<file path="src/rtl/chunked_serial_adder.sv">
// chunked_serial_adder: multi-cycle add/subtract, CHUNK bits per clock through a registered carry
module chunked_serial_adder #(
    parameter int WIDTH = 8,
    parameter int CHUNK = 2
) (
    input  logic             clk,
    input  logic             rst,
    input  logic             in_valid,
    output logic             in_ready,
    input  logic [WIDTH-1:0] a,
    input  logic [WIDTH-1:0] b,
    input  logic             cin,
    input  logic             sub,
    output logic             out_valid,
    input  logic             out_ready,
    output logic [WIDTH-1:0] sum,
    output logic             cout,
    output logic             ovf,
    output logic             zero
);
    localparam int N = WIDTH / CHUNK;
    localparam int CW = N > 1 ? $clog2(N) : 1;
    typedef enum logic [1:0] {IDLE, RUN, DONE} state_t;
    state_t state;
    logic [CW-1:0] k;
    logic [WIDTH-1:0] a_r, b_r, sum_n;
    logic c_r;
    logic [CHUNK-1:0] ca, cb;
    logic [CHUNK:0] t;
    logic acc, last, c_msb;
    assign in_ready = state == IDLE | (state == DONE & out_ready);
    assign out_valid = state == DONE;
    assign acc = in_valid & in_ready;
    assign last = k == CW'(N - 1);
    assign ca = a_r[CHUNK*k +: CHUNK];
    assign cb = b_r[CHUNK*k +: CHUNK];
    assign t = {1'b0, ca} + {1'b0, cb} + (CHUNK + 1)'(c_r);
    // carry into the MSB recovered from the MSB's own sum bit
    assign c_msb = t[CHUNK-1] ^ ca[CHUNK-1] ^ cb[CHUNK-1];
    always_comb begin
        sum_n = sum;
        sum_n[CHUNK*k +: CHUNK] = t[CHUNK-1:0];
    end
    always_ff @(posedge clk) begin
        if (rst) begin
            state <= IDLE;
            k <= '0;
            a_r <= '0;
            b_r <= '0;
            c_r <= 1'b0;
            sum <= '0;
            cout <= 1'b0;
            ovf <= 1'b0;
            zero <= 1'b0;
        end else if (acc) begin
            state <= RUN;
            k <= '0;
            a_r <= a;
            b_r <= sub ? ~b : b;
            c_r <= sub ? ~cin : cin;
            sum <= '0;
        end else if (state == RUN) begin
            sum <= sum_n;
            c_r <= t[CHUNK];
            k <= k + 1'b1;
            if (last) begin
                cout <= t[CHUNK];
                ovf <= c_msb ^ t[CHUNK];
                zero <= sum_n == '0;
                state <= DONE;
            end
        end else if (state == DONE && out_ready) begin
            state <= IDLE;
        end
    end
endmodule

</file>
<file path="config.mk">
export PLATFORM = sky130hd
export DESIGN_NAME = chunked_serial_adder
export DESIGN_NICKNAME = d
export VERILOG_FILES = /design/src/rtl/chunked_serial_adder.sv
export SDC_FILE = /design/constraint.sdc
export NUM_CORES = 1
export LEC_CHECK = 0
export ABC_AREA = 1
export CAP_MARGIN = 20
export CORE_MARGIN = 5
export CORE_UTILIZATION = 45
export DETAILED_ROUTE_END_ITERATION = 10
export PLACE_DENSITY = 0.8
export SLEW_MARGIN = 0
export SYNTH_ARGS = -nofsm -noshare
export SYNTH_HDL_FRONTEND = slang
export SYNTH_SLANG_ARGS = --single-unit
</file>
<file path="constraint.sdc">
create_clock -name clk -period 5 [get_ports clk]
set_input_delay 1 -clock clk [delete_from_list [all_inputs] [get_ports clk]]
set_output_delay 1 -clock clk [all_outputs]
set_load 0.02 [all_outputs]
</file>
-- Word-level counts from Yosys, hierarchy flattened
Cells that the tools add are included.
- ROM bits: 0
- latch bits: 0
- RAM bits: 0
- output and inout bits: 13
- bits in registers: 32
- bits of input ports: 22
- memories: 0
- equal/unequal tests: 5
- order comparisons: 0
- reductions and logical operators: 10
- div/mod/pow operators: 0
- add/subtract/negate cells: 4
- multiplexer cells: 9
- multipliers: 0
- shift-type cells: 4
- bitwise gates (word level): 9
- operators by type and width (kind ; number):
    $neg 3->34 ; 1
    $shift 2x34->8 const A ; 1
    $shiftx 2x34->8 ; 1
    $shiftx 8x4->2 ; 2
    $bwmux 8 ; 1
    $logic_not 8->1 ; 1
    $mux 8 ; 1
    $not 8->8 ; 1
    $mux 2 ; 3
    $eq 2x2->1 const B ; 2
    $mux 1 ; 4
    $reduce_and 2->1 ; 2
    $reduce_bool 2->1 ; 2
    $add 2x2->3 ; 1
    $add 3x1->3 ; 1
    $ne 3x3->1 const B ; 1
    $reduce_and 3->1 ; 1
    $reduce_bool 3->1 ; 1
    $xor 1x1->1 ; 3
    $add 2x1->2 const B ; 1
    $and 1x1->1 ; 2
    $eq 2x1->1 const B ; 1
    $logic_not 2->1 ; 1
    $ne 2x2->1 const B ; 1
    4 further kinds ; 5

-- Depth between registers and ports, before layout
Gate-level depths: netlist of run 1.
- depth after elaboration: 6
- mapped depth: 16
- depth with buffers taken out: 14

-- Worst setup path after synthesis of run 1
OpenSTA, ideal clock, no wires.
- kind: flip-flop to flip-flop
- start point: register k[0]
- end point: register zero
- arrival: 2348 ps
- library setup time: 117 ps
- cell stages (with the launch flop): 17
- slack: 2535 ps
- buffers on the path: 2
- clock period less this slack: 2465 ps
- cell sequence: dfxtp_1 buf_6 inv_2 buf_6 o21ai_0 o22ai_1 fa_1 inv_1 fa_1 nor2_1 nand3_1 nand2_1 nor2_1 nand2_1 nor2_1 nor2_1 nor2_1
- cells in the longest elaborated chain, start to end: 6
- elaborated cells between the ends (all ways): 11
- RTL lines (item ; line ; source):
    start, declared ; 25 ; logic [CW-1:0] k;
    start signal, assigned ; 65 ; k <= k + 1'b1;
    $shiftx 8x4->2, on equally long branches ; 35, 36 ;
    $add 2x2->3 ; 37 ; assign t = {1'b0, ca} + {1'b0, cb} + (CHUNK + 1)'(c_r);
    $add 3x1->3 ; 37 ;
    $shiftx 2x34->8 ; 42 ; sum_n[CHUNK*k +: CHUNK] = t[CHUNK-1:0];
    $bwmux 8 ; 42 ;
    $logic_not 8->1 ; 69 ; zero <= sum_n == '0;
    end signal, assigned ; 54 ; zero <= 1'b0;
    end signal, assigned ; 69 ;
    end, declared ; 19 ; output logic zero
Several ways; a longest one is shown, not always the timed one.
A chain may end at the register's enable or synchronous reset.

-- Worst setup path after layout of run 1
- start point: input port out_ready
- end point: output port in_ready
- cells in the longest elaborated chain, start to end: 2
- RTL lines (item ; line ; source):
    start, declared ; 15 ; input logic out_ready,
    $and 1x1->1 ; 31 ; assign in_ready = state == IDLE | (state == DONE & out_ready);
    $or 1x1->1 ; 31 ;
    end, declared ; 9 ; output logic in_ready,
No other way between the ends.

==> flow_metrics.env, run 1 <==
export IMPL_status="complete, no violations"
export IMPL_drc_errors=0
export IMPL_grt_pass1_vias=1471
export IMPL_setup_slack_ps=1720
export IMPL_worstPathArrival_ps=2280
export IMPL_wl_um=3630
export IMPL_postSynthCellCount=247
export IMPL_dieArea_sq_um=5280
export IMPL_postRouteAntennaNets=0
export IMPL_cts_tree="yes"
export IMPL_crit_type="in -> out"
export IMPL_ys_warn_count=0
export IMPL_die_y_um=72.7
export IMPL_maxSlewViolCount=0
export IMPL_drtIter0Drc=120
export IMPL_cts_buffers=5
export IMPL_cts_num_sinks=32
export IMPL_worstMarginPinSlew_ps=636
export IMPL_dr_pass1_iters=4
export IMPL_end_kind="output pin"
export IMPL_fin_cells=328
export IMPL_grt_overflow=0
export IMPL_avgSynthCellArea_sq_um=7.15
export IMPL_synth_area_sq_um=1770
export IMPL_hp_class="reg -> reg"
export IMPL_grt_util_met2_pct=25.5
export IMPL_min_period_over_period_pct=65.6
export IMPL_n_antenna_cell=0
export IMPL_htreeDepth=2
export IMPL_die_x_um=72.7
export IMPL_path_clk_slew_ps=70
export IMPL_setup_viol=0
export IMPL_path_max_fanout=3
export IMPL_gp_congestion=0.795
export IMPL_cts_setup_buffers=0
export IMPL_critPathLaunchType="input port"
export IMPL_root_buffer="clkbuf_8"
export IMPL_start_util_pct=47.2
export IMPL_area_growth_pct=24.9
export IMPL_fin_crit_ps=3280
export IMPL_core_area_sq_um=3740
export IMPL_vias=1621
export IMPL_p_per_area_nw_per_um2=298
export IMPL_dp_hpwl_um=2740
export IMPL_grt_setup_unrepaired="false"
export IMPL_routedWlPerCell_um=11.1
export IMPL_clock_skew_final_ps=7.96
export IMPL_finish_net_count=309
export IMPL_cts_resized=0
export IMPL_synth_distinct_cells=28
export IMPL_gr_max_usage_layer="met2"
export IMPL_drive_gt1_share_pct=7.50
export IMPL_gr_usage_met1_pct=16.6
export IMPL_hold_violations=0
export IMPL_cts_buffer_depth=2
export IMPL_grt_pass1_wl_um=6100
export IMPL_synth_seq_cells=32
export IMPL_required_ps=4000
export IMPL_final_cell_mix="nand2_1, clkdlybuf4s50_1, dfxtp_1, inv_1, nor2_1"
export IMPL_vias_per_cell=4.94
export IMPL_placementRows=22
export IMPL_io_buffer_count=34
export IMPL_final_common_cell="nand2_1"
export IMPL_grt_util_met3_pct=5.10
export IMPL_grt_total_usage_pct=14.6
export IMPL_dp_cells=320
export IMPL_fmax_mhz=305
export IMPL_seq_area_frac_synth_pct=36.3
export IMPL_pre_cts_ws_ps=1720
export IMPL_antenna_found_initial=0
export IMPL_hold_buffers=0
export IMPL_synth_fp_nets=277
export IMPL_maxCapViolations=0
export IMPL_grt_max_degree=23
export IMPL_clock_latency_ps=290
export IMPL_slew_headroom_pct=57.4
export IMPL_timing_setup_tns_ps=0
export IMPL_num_io_pins=35
export IMPL_p_leak_nw=0.944
export IMPL_ir_drop_mv=0.209
-- registers in the layout, indices dropped and copies added, names as in the netlist --
register,count
a_r,8
b_r,8
sum,8
k,2
state,2
c_r,1
cout,1
ovf,1
zero,1
-- worst paths after layout --
kind                                       endpoint  slack (ps)  cells past startpoint                 from
worst max-delay path                       in_ready        1720                      4            out_ready
worst min-delay path            b_r[2]$_SDFFE_PP0P_         460                      2  b_r[2]$_SDFFE_PP0P_
worst max register to register    zero$_SDFFE_PP0P_        2170                     14    k[1]$_SDFFE_PP0P_
worst min register to register  b_r[2]$_SDFFE_PP0P_         460                      2  b_r[2]$_SDFFE_PP0P_
-- cell families after synthesis --
group | Yosys count | synth area share, %
xor+xnor | 10 | 4.96
fa+ha+maj | 8 | 6.52
compound gates | 50 | 16.3
flops | 32 | 36.3
buf+inv | 35 | 9.63
simple gates | 112 | 26.3
-- critical path: stages --
cell	delay [ps]
clkdlybuf4s50_1	470
nor2_2	40
nor2_2	140
clkdlybuf4s50_1	630
-- where the power goes --
| group | total, mW | leakage, nW | switching, mW | internal [mW] |
|---|---|---|---|---|
| Clock | 0.245 | 0.0552 | 0.0974 | 0.148 |
| Sequential | 0.279 | 0.262 | 0.00910 | 0.270 |
| Combinational | 0.134 | 0.627 | 0.0749 | 0.0588 |
-- per-stage QoR --
step	total power [mW]	utilization (%)	area, sq um	hold WS, ps
floorplan	0.379	-	1770	423
global placement	0.415	56.0	2100	445
detailed placement	0.419	56.0	2100	448
CTS	0.662	58.9	2210	466
global route	0.688	58.9	2210	490
finish	0.658	58.9	2210	462
-- cell usage after synthesis (all sizes together) --
| cell | instances | share of area (%) |
|---|---|---|
| inv | 24 | 5.1 |
| o22ai | 2 | 0.71 |
| a31oi | 6 | 2.1 |
| xnor2 | 9 | 4.5 |
| clkbuf | 2 | 0.50 |
| clkinv | 1 | 0.21 |
| a211oi | 1 | 0.43 |
| a21oi | 14 | 4.0 |
| dfxtp | 32 | 36 |
| buf | 8 | 3.8 |
| o31ai | 8 | 3.4 |
| nor2 | 21 | 4.7 |
| nand3 | 14 | 4.2 |
| o21ai | 17 | 4.8 |
| o21a | 1 | 0.43 |
| xor2 | 1 | 0.50 |
| ha | 6 | 4.2 |
| fa | 2 | 2.3 |
| nand2 | 77 | 17 |
| o211ai | 1 | 0.43 |
-- area by class of cell --
| class | instances | area (sq um) |
|---|---|---|
| fillers | 370 | 1540 |
| inverters | 25 | 93.8 |
| repair buffers | 35 | 348 |
| clock buffers | 6 | 72.6 |
| multi-input cells | 180 | 956 |
| clock inverters | 2 | 35.0 |
| well taps | 48 | 60.1 |
| flip-flops and latches | 32 | 641 |
-- per-layer routing --
metal	part of all wire, %	vias up	wire (um)
met5	0	-	0
met4	1.0	0	38
met3	6.4	6	232
met2	48	31	1730
met1	45	724	1630
li1	-	860	-
Power figures use the tool's default switching activity.
==> run 2: changes to the inputs <==
Clock period 5 ns to 3.1 ns, I/O delays scaled along.
==> flow_metrics.env, run 2 (synthesized netlist as in run 1, its figures left out) <==
export IMPL_status="complete, no violations"
export IMPL_antenna_found_initial=0
export IMPL_cts_num_sinks=32
export IMPL_required_ps=3280
export IMPL_fin_crit_ps=2750
export IMPL_vias=1655
export IMPL_grt_pass1_wl_um=6380
export IMPL_wl_um=3800
export IMPL_maxSlewViolCount=0
export IMPL_cts_buffer_depth=2
export IMPL_cts_resized=0
export IMPL_fmax_mhz=363
export IMPL_worstMarginPinSlew_ps=476
export IMPL_placementRows=22
export IMPL_num_io_pins=35
export IMPL_maxCapViolations=0
export IMPL_setup_viol=0
export IMPL_cts_tree="yes"
export IMPL_drive_gt1_share_pct=8.51
export IMPL_dp_hpwl_um=2920
export IMPL_dr_pass1_iters=4
export IMPL_area_growth_pct=24.9
export IMPL_cts_buffers=5
export IMPL_hold_start="b_r[7]$_SDFFE_PP0P_"
export IMPL_hp_class="reg -> reg"
export IMPL_drc_errors=0
export IMPL_timing_setup_tns_ps=0
export IMPL_routedWlPerCell_um=11.5
export IMPL_path_max_fanout=13
export IMPL_htreeDepth=2
export IMPL_grt_pass1_vias=1521
export IMPL_min_period_over_period_pct=88.8
export IMPL_core_area_sq_um=3740
export IMPL_slew_headroom_pct=68.2
export IMPL_vias_per_cell=5.02
export IMPL_die_x_um=72.7
export IMPL_grt_total_usage_pct=15.3
export IMPL_p_leak_nw=0.950
export IMPL_io_buffer_count=34
export IMPL_dieArea_sq_um=5280
export IMPL_hold_violations=0
export IMPL_grt_setup_unrepaired="false"
export IMPL_cp_startpoint="k[0]$_SDFFE_PP0P_"
export IMPL_n_antenna_cell=0
export IMPL_root_buffer="clkbuf_8"
export IMPL_finish_net_count=311
export IMPL_clock_latency_ps=290
export IMPL_gp_congestion=0.846
export IMPL_hold_buffers=0
export IMPL_postRouteAntennaNets=0
export IMPL_ir_drop_mv=0.183
export IMPL_start_util_pct=47.2
export IMPL_worstPathArrival_ps=2930
export IMPL_drtIter0Drc=75
export IMPL_reg_top3="a_r (8), b_r (8), sum (8)"
export IMPL_clock_skew_final_ps=6.27
export IMPL_final_cell_mix="nand2_1, clkdlybuf4s50_1, dfxtp_1, inv_1, nor2_1"
export IMPL_die_y_um=72.7
export IMPL_grt_overflow=0
export IMPL_post_dp_cell_area_sq_um=2110
export IMPL_cts_setup_buffers=0
export IMPL_final_common_cell="nand2_1"
export IMPL_grt_max_degree=23
export IMPL_end_kind="flip-flop"
export IMPL_critPathLaunchType="flip-flop"
export IMPL_fin_area_sq_um=2210
export IMPL_crit_type="reg -> reg"
export IMPL_p_per_area_nw_per_um2=452
export IMPL_fillers=353
export IMPL_path_clk_slew_ps=70
export IMPL_regToRegStartpoint="k[0]$_SDFFE_PP0P_"
[run 2: cell types whose count changed in the layout (fill, tap and decap cells not counted), sizes merged]
cell | previous run | this run
buf | 1 | 3
bufinv | 1 | 0
clkinv | 2 | 3
[run 2: per-stage QoR]
step	util [%]	hold WS, ps	cells	power (mW)	setup slack [ps]
after floorplan	-	423	247	0.612	635
after CTS	58.9	460	330	1.00	362
final	58.9	462	330	0.997	347
after global placement	56.5	443	322	0.671	534
after detailed placement	56.5	443	322	0.676	373
after global routing	58.9	487	330	1.05	113
[run 2: worst paths after layout]
kind | endpoint | slack (ps) | cells after the start
max | zero$_SDFFE_PP0P_ | 350 | 14
min | b_r[7]$_SDFFE_PP0P_ | 460 | 2
max reg2reg | zero$_SDFFE_PP0P_ | 350 | 14
min reg2reg | b_r[7]$_SDFFE_PP0P_ | 460 | 2
[run 2: routing by layer]
metal  global-route usage, %  vias up  part of all wire [%]
met5                       0        -                     0
met4                    8.20        0                   1.8
met3                    3.99        9                   7.2
met2                    26.4       50                    48
met1                    17.2      730                    43
li1                        -      866                     -
[run 2: power by group]
group,switching [mW],internal [mW]
sequential,0.0169,0.436
clock,0.152,0.177
combinational,0.120,0.0957
total,0.289,0.708
[run 2: critical path, stage by stage, from the launching register on]
cell     delay [ps]
dfxtp_1         470
inv_2           170
o21ai_0         220
o22ai_1         120
fa_1            410
inv_1            80
fa_1            450
nor2_1          220
nand3_1         130
nand2_1          80
nor2_1           40
nand2_1          70
nor2_1           40
nor2_1           80
nor2_1           40
[run 2: final cells by class]
| type | instances | area (sq um) | share of cell area (%) |
|---|---|---|---|
| clock buffers | 6 | 82.6 | 3.74 |
| clock inverters | 2 | 10.0 | 0.454 |
| inverters | 25 | 93.8 | 4.25 |
| multi-input cells | 180 | 956 | 43.3 |
| flip-flops and latches | 32 | 641 | 29.0 |
| well taps | 48 | 60.1 | 2.72 |
| repair buffers | 37 | 363 | 16.4 |
